--- src/rtl/snake_dir_queue_fsm_if.sv ---
// snake_dir_queue_fsm_if: keypad/collision/control bundle between the game controller (master) and the direction FSM (slave).
interface snake_dir_queue_fsm_if #(parameter int NUM_PLAYERS = 2);
   logic [NUM_PLAYERS-1:0] key_valid, X, drop, q_full;
   logic [2*NUM_PLAYERS-1:0] key_dir;
   logic [3*NUM_PLAYERS-1:0] state;
   logic pause_req, restart, move_tick, paused, all_over;
   modport master (output key_valid, key_dir, X, pause_req, restart,
                   input state, move_tick, paused, drop, q_full, all_over);
   modport slave (input key_valid, key_dir, X, pause_req, restart,
                  output state, move_tick, paused, drop, q_full, all_over);
endinterface

--- src/rtl/snake_dir_queue_fsm.sv ---
// snake_dir_queue_fsm: multi-player snake direction FSM with per-player key queues, pause, game-over and restart.
// Define SNAKE_REVERSAL_BLOCK_EN to reject 180-degree reversals of the newest accepted direction.
module snake_dir_queue_fsm #(
   parameter int NUM_PLAYERS = 2,
   parameter int QDEPTH = 2,
   parameter int TICK_DIV = 4
) (
   input logic clkFSM,
   input logic reset,
   snake_dir_queue_fsm_if.slave bus
);
   localparam int AW = $clog2(QDEPTH);
   localparam int NW = AW + 1;
   localparam int CW = $clog2(TICK_DIV);
   typedef enum logic [2:0] {START, UP, DOWN, LEFT, RIGHT, OVER} dir_t;

   function automatic dir_t to_dir(logic [1:0] d);
      return dir_t'({1'b0, d} + 3'd1);
   endfunction

   dir_t st [NUM_PLAYERS];
   dir_t last [NUM_PLAYERS];
   dir_t req [NUM_PLAYERS];
   logic [1:0] q [NUM_PLAYERS][QDEPTH];
   logic [AW-1:0] rp [NUM_PLAYERS];
   logic [AW-1:0] wp [NUM_PLAYERS];
   logic [NW-1:0] cnt [NUM_PLAYERS];
   logic [CW-1:0] tcnt;
   logic move_tick_r, paused_r, pause_d;
   logic [NUM_PLAYERS-1:0] drop_r, pop, push, rej, rev, over, full;
   logic rise, run, tick_end, restart_ok;

   // run is low in the pause-toggling cycle too, so move_tick is never high while paused
   assign rise = bus.pause_req & ~pause_d;
   assign run = ~paused_r & ~rise;
   assign tick_end = tcnt == CW'(TICK_DIV - 1);
   assign restart_ok = bus.restart & bus.all_over;
   assign bus.move_tick = move_tick_r;
   assign bus.paused = paused_r;
   assign bus.drop = drop_r;

   always_comb begin
      bus.state = '0;
      for (int i = 0; i < NUM_PLAYERS; i++) begin
         req[i] = to_dir(bus.key_dir[2*i +: 2]);
         over[i] = st[i] == OVER;
         full[i] = cnt[i] == NW'(QDEPTH);
         pop[i] = move_tick_r & ~paused_r & (cnt[i] != '0);
`ifdef SNAKE_REVERSAL_BLOCK_EN
         rev[i] = last[i] != START && last[i] != OVER && bus.key_dir[2*i +: 2] == (2'(last[i] - 3'd1) ^ 2'd1);
`else
         rev[i] = 1'b0;
`endif
         rej[i] = paused_r | bus.X[i] | last[i] == OVER | req[i] == last[i] |
                  (last[i] == START && req[i] == LEFT) | rev[i] | (full[i] & ~pop[i]);
         push[i] = bus.key_valid[i] & ~rej[i];
         bus.state[3*i +: 3] = st[i];
      end
      bus.q_full = full;
      bus.all_over = &over;
   end

   always_ff @(posedge clkFSM or negedge reset) begin
      if (!reset) begin
         tcnt <= '0;
         move_tick_r <= 1'b0;
         paused_r <= 1'b0;
         pause_d <= 1'b0;
         drop_r <= '0;
         for (int i = 0; i < NUM_PLAYERS; i++) begin
            st[i] <= START;
            last[i] <= START;
            rp[i] <= '0;
            wp[i] <= '0;
            cnt[i] <= '0;
            for (int j = 0; j < QDEPTH; j++) q[i][j] <= '0;
         end
      end else begin
         pause_d <= bus.pause_req;
         paused_r <= paused_r ^ rise;
         drop_r <= bus.key_valid & rej;
         tcnt <= restart_ok ? '0 : run ? (tick_end ? '0 : tcnt + CW'(1)) : tcnt;
         move_tick_r <= ~restart_ok & run & tick_end;
         for (int i = 0; i < NUM_PLAYERS; i++) begin
            if (restart_ok || bus.X[i]) begin
               st[i] <= restart_ok ? START : OVER;
               last[i] <= restart_ok ? START : OVER;
               rp[i] <= '0;
               wp[i] <= '0;
               cnt[i] <= '0;
            end else begin
               if (pop[i]) begin
                  st[i] <= to_dir(q[i][rp[i]]);
                  rp[i] <= rp[i] + AW'(1);
               end
               if (push[i]) begin
                  q[i][wp[i]] <= bus.key_dir[2*i +: 2];
                  wp[i] <= wp[i] + AW'(1);
                  last[i] <= req[i];
               end
               cnt[i] <= cnt[i] + NW'(push[i]) - NW'(pop[i]);
            end
         end
      end
   end
endmodule

--- src/flat_wrapper.sv ---
// flat-port wrapper written by rule: the top's interface ports become plain ports
module snake_dir_queue_fsm_flat 
#(
   parameter int NUM_PLAYERS = 2,
   parameter int QDEPTH = 2,
   parameter int TICK_DIV = 4
)
  (clkFSM, reset, bus_key_valid, bus_key_dir, bus_X, bus_pause_req, bus_restart, bus_state, bus_move_tick, bus_paused, bus_drop, bus_q_full, bus_all_over);
  snake_dir_queue_fsm_if #(.NUM_PLAYERS(NUM_PLAYERS)) bus_i ();
  input logic clkFSM;
  input logic reset;
  input wire logic [$bits(bus_i.key_valid)-1:0] bus_key_valid;
  input wire logic [$bits(bus_i.key_dir)-1:0] bus_key_dir;
  input wire logic [$bits(bus_i.X)-1:0] bus_X;
  input wire logic [$bits(bus_i.pause_req)-1:0] bus_pause_req;
  input wire logic [$bits(bus_i.restart)-1:0] bus_restart;
  output wire logic [$bits(bus_i.state)-1:0] bus_state;
  output wire logic [$bits(bus_i.move_tick)-1:0] bus_move_tick;
  output wire logic [$bits(bus_i.paused)-1:0] bus_paused;
  output wire logic [$bits(bus_i.drop)-1:0] bus_drop;
  output wire logic [$bits(bus_i.q_full)-1:0] bus_q_full;
  output wire logic [$bits(bus_i.all_over)-1:0] bus_all_over;
  assign bus_i.key_valid = bus_key_valid;
  assign bus_i.key_dir = bus_key_dir;
  assign bus_i.X = bus_X;
  assign bus_i.pause_req = bus_pause_req;
  assign bus_i.restart = bus_restart;
  assign bus_state = bus_i.state;
  assign bus_move_tick = bus_i.move_tick;
  assign bus_paused = bus_i.paused;
  assign bus_drop = bus_i.drop;
  assign bus_q_full = bus_i.q_full;
  assign bus_all_over = bus_i.all_over;
  snake_dir_queue_fsm #(.NUM_PLAYERS(NUM_PLAYERS), .QDEPTH(QDEPTH), .TICK_DIV(TICK_DIV)) u_core (.clkFSM(clkFSM), .reset(reset), .bus(bus_i));
endmodule
--- config.mk ---
export PLATFORM = sky130hd
export DESIGN_NAME = snake_dir_queue_fsm_flat
export DESIGN_NICKNAME = d
export VERILOG_FILES = /design/src/rtl/snake_dir_queue_fsm_if.sv /design/src/rtl/snake_dir_queue_fsm.sv /design/src/flat_wrapper.sv
export SDC_FILE = /design/constraint.sdc
export NUM_CORES = 1
export LEC_CHECK = 0
export ABC_AREA = 0
export CAP_MARGIN = 20
export CORE_MARGIN = 2
export CORE_UTILIZATION = 30
export DETAILED_ROUTE_END_ITERATION = 12
export GPL_ROUTABILITY_DRIVEN = 0
export PLACE_DENSITY = 0.48
export SYNTH_ARGS = -nofsm -noshare
export SYNTH_HDL_FRONTEND = slang
export SYNTH_SLANG_ARGS = --single-unit
--- constraint.sdc ---
create_clock -name clkFSM -period 1.7 [get_ports clkFSM]
set_input_delay 0.255 -clock clkFSM [delete_from_list [all_inputs] [get_ports clkFSM]]
set_output_delay 0.255 -clock clkFSM [all_outputs]
set_load 0.02 [all_outputs]
# --- Word-level counts from Yosys, hierarchy flattened ---
# Cells that the tools add are included.
totals:
  elab_cells: 139
  register_bits: 35
  in_bits: 12
classes:
  n_reduce_logical: 18
  n_lt_le_gt_ge: 6
  eq_ne: 11
  n_addsub: 13
  n_mux: 34
  bitwise: 38
ops:
  columns: ["op", "count"]
  rows:
  - ["two-way mux 3 bit", 9]
  - ["two-way mux 2 bit", 13]
  - ["nonzero test 2 bit", 7]
  - ["adder 2 x 1 -> 3 bit (second input constant)", 4]
  - ["AND 1 bit", 12]
  - ["equality test 3 bit (second input constant)", 4]
  - ["inverter 1 bit", 10]
  - ["bitwise OR 1 bit", 10]
  - ["bitwise mux 4 bit", 2]
  - ["greater-or-equal comparator 2 bit (second input constant)", 4]
  - ["two-way mux 1 bit", 8]
  - ["inverter 1 -> 2 bit", 4]
  - ["equality test 2 bit (second input constant)", 3]
  - ["equality test 3 x 2 -> 1 bit (second input constant)", 2]
  - ["equality test 3 bit", 2]
  - ["logical NOT 3 bit", 2]
  - ["AND reduction 2 bit", 3]
  - ["adder 1 bit (second input constant)", 4]
  - ["adder 2 x 1 -> 2 bit", 2]
  - ["demux 2 bit (select 1 bit)", 2]
  - ["logical AND 1 bit", 4]
  - ["less-than comparator 2 x 1 -> 1 bit (second input constant)", 2]
  - ["subtractor 2 x 1 -> 2 bit", 2]
  - ["adder 2 x 1 -> 2 bit (second input constant)", 1]
  - ["other kinds (3)", 4]

# --- Logic depth before layout (Yosys ltp) ---
logic_depth:
  word_depth: 11
  ltp_mapped: 10
  mapped_depth_nobuf: 9

# --- Least setup slack after synthesis ---
# Ideal clock, no wire load.
synth_path:
  path_type: "input -> register"
  from: "input bus_key_dir[0]"
  to: "register u_core.cnt[3] in the netlist's numbering"
  slack_ns: -0.292
  n_path_buf: 1
  setup_time_ns: 0.122
  arrival_time_ns: 1.871
  stages: 10
  path_cell_list: "inv_1 > ha_1 > xor2_1 > and3_4 > buf_6 > nor3_1 > ha_1 > xor2_1 > xnor2_1 > nor2_1"
synth_between:
  elab_chain_cells: 10
  word_cells_on_any_way: 12
  cone_classes: "add/sub (3); eq/ne (2); mux (1); bitwise (5); reduce/logical (1)"
synth_rtl:
  columns: ["element", "line", "text"]
  rows:
  - ["start: declaration", "flat_wrapper.sv:13", "input wire logic [$bits(bus_i.key_dir)-1:0] bus_key_dir;"]
  - ["adder 2 x 1 -> 3 bit *", "snake_dir_queue_fsm.sv:18", "return dir_t'({1'b0, d} + 3'd1);"]
  - ["equality test 3 bit or equality test 3 x 2 -> 1 bit (tied branches)", "snake_dir_queue_fsm.sv:54, snake_dir_queue_fsm.sv:55", null]
  - ["bitwise OR 1 bit or logical AND 1 bit (tied branches)", "snake_dir_queue_fsm.sv:54, snake_dir_queue_fsm.sv:55", null]
  - ["bitwise OR 1 bit *", "snake_dir_queue_fsm.sv:54", "rej[i] = paused_r | bus.X[i] | last[i] == OVER | req[i] == last[i] |"]
  - ["bitwise OR 1 bit *", "snake_dir_queue_fsm.sv:55", "(last[i] == START && req[i] == LEFT) | rev[i] | (full[i] & ~pop[i]);"]
  - ["inverter 1 bit *", "snake_dir_queue_fsm.sv:56", "push[i] = bus.key_valid[i] & ~rej[i];"]
  - ["AND 1 bit *", "snake_dir_queue_fsm.sv:56", null]
  - ["adder 2 x 1 -> 2 bit *", "snake_dir_queue_fsm.sv:101", "cnt[i] <= cnt[i] + NW'(push[i]) - NW'(pop[i]);"]
  - ["subtractor 2 x 1 -> 2 bit *", "snake_dir_queue_fsm.sv:101", null]
  - ["two-way mux 2 bit *", "snake_dir_queue_fsm.sv:85", "if (restart_ok || bus.X[i]) begin"]
  - ["end signal: indexed assignment", "snake_dir_queue_fsm.sv:101", null]
  - ["end: declaration", "snake_dir_queue_fsm.sv:27", "logic [NW-1:0] cnt [NUM_PLAYERS];"]
# Mark *: on every way between the ends. The rest lies on a longest branch, timed or not.
# A chain may end at the register's enable or synchronous reset.

# --- Worst setup path in the final report ---
layout_path:
  from: "register u_core.last[4] in the netlist's numbering"
  to: "register u_core.cnt[3] in the netlist's numbering"
layout_between:
  elab_chain_cells: 10
  word_cells_on_any_way: 13
  cone_classes: "add/sub (2); eq/ne (2); mux (1); bitwise (6); reduce/logical (2)"
layout_rtl:
  columns: ["element", "line", "text"]
  rows:
  - ["start: declaration", "snake_dir_queue_fsm.sv:22", "dir_t last [NUM_PLAYERS];"]
  - ["start signal: indexed assignment", "snake_dir_queue_fsm.sv:87", "last[i] <= restart_ok ? START : OVER;"]
  - ["start signal: indexed assignment", "snake_dir_queue_fsm.sv:99", "last[i] <= req[i];"]
  - ["equality test 3 bit", "snake_dir_queue_fsm.sv:54", null]
  - ["bitwise OR 1 bit (2 in series)", "snake_dir_queue_fsm.sv:54", null]
  - ["bitwise OR 1 bit *", "snake_dir_queue_fsm.sv:54", null]
  - ["bitwise OR 1 bit *", "snake_dir_queue_fsm.sv:55", null]
  - ["inverter 1 bit *", "snake_dir_queue_fsm.sv:56", null]
  - ["AND 1 bit *", "snake_dir_queue_fsm.sv:56", null]
  - ["adder 2 x 1 -> 2 bit *", "snake_dir_queue_fsm.sv:101", null]
  - ["subtractor 2 x 1 -> 2 bit *", "snake_dir_queue_fsm.sv:101", null]
  - ["two-way mux 2 bit *", "snake_dir_queue_fsm.sv:85", null]
# Marks and branches as above.

==> metrics.md <==
| Metric | Value |
|---|---|
| Number of diodes | 0 |
| Final WL | 5348 µm |
| R2R setup slack | -0.06 ns |
| Share of the synthesized area in the top cell type | approximately 44% |
| Port Buffer Count | 24 |
| Post-synth top area cell | dfrtp_1 |
| Clock Path Buffers | 2 |
| Leak Pwr | around 1.3 nW |
| IO Count | 25 |
| Hold Crit Class | primary input to asynchronous set/reset pin |
| DP Area | about 2700 µm² |
| Hold Fails Final Rpt | 0 |
| Clock sinks | 35 |
| Drt wl/cell | between 15 and 20 µm |
| Reg clk slew, reported paths | around 0.080 ns |
| Hold buffers post-CTS | 0 |
| Critical R2R Capture | u_core.cnt[3]$_DFF_PN0_ |
| Crit path launch type | flop |
| R2R Path Start | u_core.last[4]$_DFFE_PN0P_ |
| CP startpoint | u_core.last[4]$_DFFE_PN0P_ |
| Via total after detailed routing | around 1700 |
| Commonest non-fill, non-tap cells in the layout | buf_4 (42), dfrtp_1 (32), clkdlybuf4s50_1 (15) |
| Slew @ Worst Pin | about 0.35 ns |
| Post-layout util | 47.41% |
| Largest net degree at the start of global routing | 36 |
| Antenna-violating nets left | 0 |
| GR Util met3 | under 10% |
| Fillers | about 590 |
| EDFF count, synth | 0 |
| Synth top area cells | dfrtp_1 (44%), ha_1 (6.9%), mux2_2 (5.7%) |
| Die area | around 7300 µm² |
| CTS tree | built |
| Residual DRC | 0 |
| Max Cap Viol | 0 |
| Most common cell after layout, fill and taps aside | buf_4 |
| Critical path data required time | 1.88 ns |
| Final net count | roughly 280 |
| Setup ws final | -0.05526 ns |
| Gr usage total | between 15 and 20% |
| Via density | roughly 5 |
| CP Capture Type | flop |
| First-pass GRT wire length | 8887 µm |
| Fraction of layout cells with a size suffix above 1 | between 40% and 50% |
| GRT Max-Usage Layer | met2 |
| Worst-Skew Late Latency | around 0.29 ns |
| Register area share after synthesis | 44.14% |
| Post-synth cell types | 42 |
| Synth async-reset ratio | between 90% and 100% |
| Placeable Area | between 6000 and 7000 µm² |
| DIE WIDTH | 85.33 µm |
| Setup violators final | 6 |
| H-tree Lvls | 2 |
| Syn_nets | approximately 200 |
| Initial drt markers | 90 |
| Synthesis-to-layout area growth | 52.58% |
| Met1 usage | between 20% and 30% |
| Root buf cell | clkbuf_8 |
| Cells after synthesis | 180 |
| CP max FO | 4 |
| Initial Utilization | a little under a third |
| PwrDens | approximately 1300 nW/µm² |
| Fin area | about 3000 µm² |
| CTS buffer count | 5 |
| Kind of critical path | flop to flop |
| Hold WS | between 0.3 and 0.4 ns |
| Synthesized flop and latch total | 35 |
| Grt total ovfl | 0 |
| RSZ-0062 raised after global routing | true |
| Row Count | 29 |
| Fmax | around 570 MHz |
| Antenna violations before repair | 0 |
| Ys flop type | dfrtp_1 |
| Worst vdd ir | a little under 700 µV |
| Minimum clock period | between 1.5 and 2 ns |
| Final Cycle Share | 103.3% |
| Post-synthesis cell area | a little under 2000 µm² |
| Avg Cell Area, Syn | 11.02 µm² |
| Final Skew | around 0.0065 ns |
| Worst EP arrival | 1.93 ns |
| Headroom to the max-slew limit | between 70% and 80% |
| Failing checks | negative setup slack |
| Hpwl dp | 3810 µm |
| Number of global-route vias before repair | 1820 |
| Height of the chip | 85.33 µm |
| Worst r2r path cells | 8 |
| DRT Pass-1 Iters | 4 |
| Outcome | finished, violations left |
| GR Layer Usage met2 | about a quarter |
| Synth warn | 0 |
| Max Slew Vio Count | 0 |
==> cell usage after synthesis (3+ instances only) <==
| cell type | n |
|---|---|
| or4_1 | 4 |
| nor2_1 | 13 |
| nand3_1 | 5 |
| mux2_2 | 10 |
| o31ai_1 | 4 |
| a21oi_1 | 6 |
| inv_1 | 10 |
| xor2_1 | 5 |
| o21ai_0 | 5 |
| nor3_1 | 3 |
| and3_1 | 4 |
| mux2i_1 | 5 |
| nand4_1 | 3 |
| a211oi_1 | 5 |
| dfrtp_1 | 35 |
| ha_1 | 11 |
| nand2_1 | 6 |
| a31oi_1 | 4 |
| xnor2_1 | 6 |
==> cells by family after synthesis <==
group | after synthesis | synth area share (%)
AND/OR/NAND/NOR | 57 | 18.41
AO/OA/AOI/OAI | 37 | 13.30
flip-flops | 35 | 44.14
multiplexers | 17 | 9.332
buffers and inverters | 12 | 3.027
XOR/XNOR | 11 | 4.855
adder cells (fa/ha/maj) | 11 | 6.936
==> per-stage QoR <==
| stage | setup WS [ns] | power, mW | std cells | setup TNS (ns) |
|---|---|---|---|---|
| after CTS | -0.07865 | 3.812 | 336 | -0.09299 |
| after floorplan | -0.02976 | 2.241 | 180 | -0.05406 |
| after global placement | -0.5872 | 2.969 | 319 | -8.655 |
| after global routing | -0.1482 | 4.178 | 339 | -0.6780 |
| after detailed placement | -0.6303 | 3.013 | 319 | -9.244 |
| final | -0.05526 | 3.912 | 339 | -0.2065 |
==> layer usage <==
metal	vias to the layer above	share of wire, %
met5	-	0
met4	0	0.88
met3	4	4.0
met2	40	46
met1	856	49
li1	841	-
==> critical path, stage by stage, from the launching register on <==
cell and delay [ns]:
dfrtp_1 0.42, buf_6 0.13, nor4b_4 0.30, a31o_4 0.18, nor3_4 0.05, ha_2 0.16
xor2_1 0.16, xnor2_1 0.15, nor2_1 0.07
==> cell type report <==
cell class / instances / area (µm²) / area share, %
well taps: 77 / 96.34 / 3.182
flip-flops and latches: 35 / 879.6 / 29.05
clock buffers: 6 / 72.57 / 2.397
multi-input cells: 133 / 1264 / 41.74
inverters: 10 / 37.54 / 1.240
clock inverters: 2 / 12.51 / 0.4132
repair buffers: 76 / 665.6 / 21.98
==> registers in the layout, indices dropped and copies added (netlist names) <==
name	cells
u_core.tcnt	2
u_core.cnt	4
u_core.pause_d	1
u_core.last	6
u_core.q	8
u_core.bus.drop	2
u_core.bus.paused	1
u_core.bus.move_tick	1
u_core.rp	2
u_core.bus.state	6
u_core.wp	2
==> power by group <==
group / total [mW] / internal, mW / switching (mW)
combinational: 2.05 / 1.07 / 0.982
clock: 0.601 / 0.286 / 0.314
sequential: 1.26 / 1.06 / 0.203
==> worst max-delay path by stage <==
stage | endpoint | slack [ns]
4_1_cts | u_core.cnt[3]$_DFF_PN0_ | -0.08
3_5_place_dp | u_core.cnt[3]$_DFF_PN0_ | -0.63
6_report | u_core.cnt[3]$_DFF_PN0_ | -0.06
2_1_floorplan | u_core.cnt[3]$_DFF_PN0_ | -0.03
3_3_place_gp | u_core.cnt[3]$_DFF_PN0_ | -0.59
5_1_grt | u_core.cnt[3]$_DFF_PN0_ | -0.15
==> repair_timing <==
action | CTS | global route
resized for setup | 28 | 25
pin swaps | 12 | 11
buffers inserted | 9 | 3
endpoints found under the setup margin | 23 | 16
(Power assumes the default switching activity.)
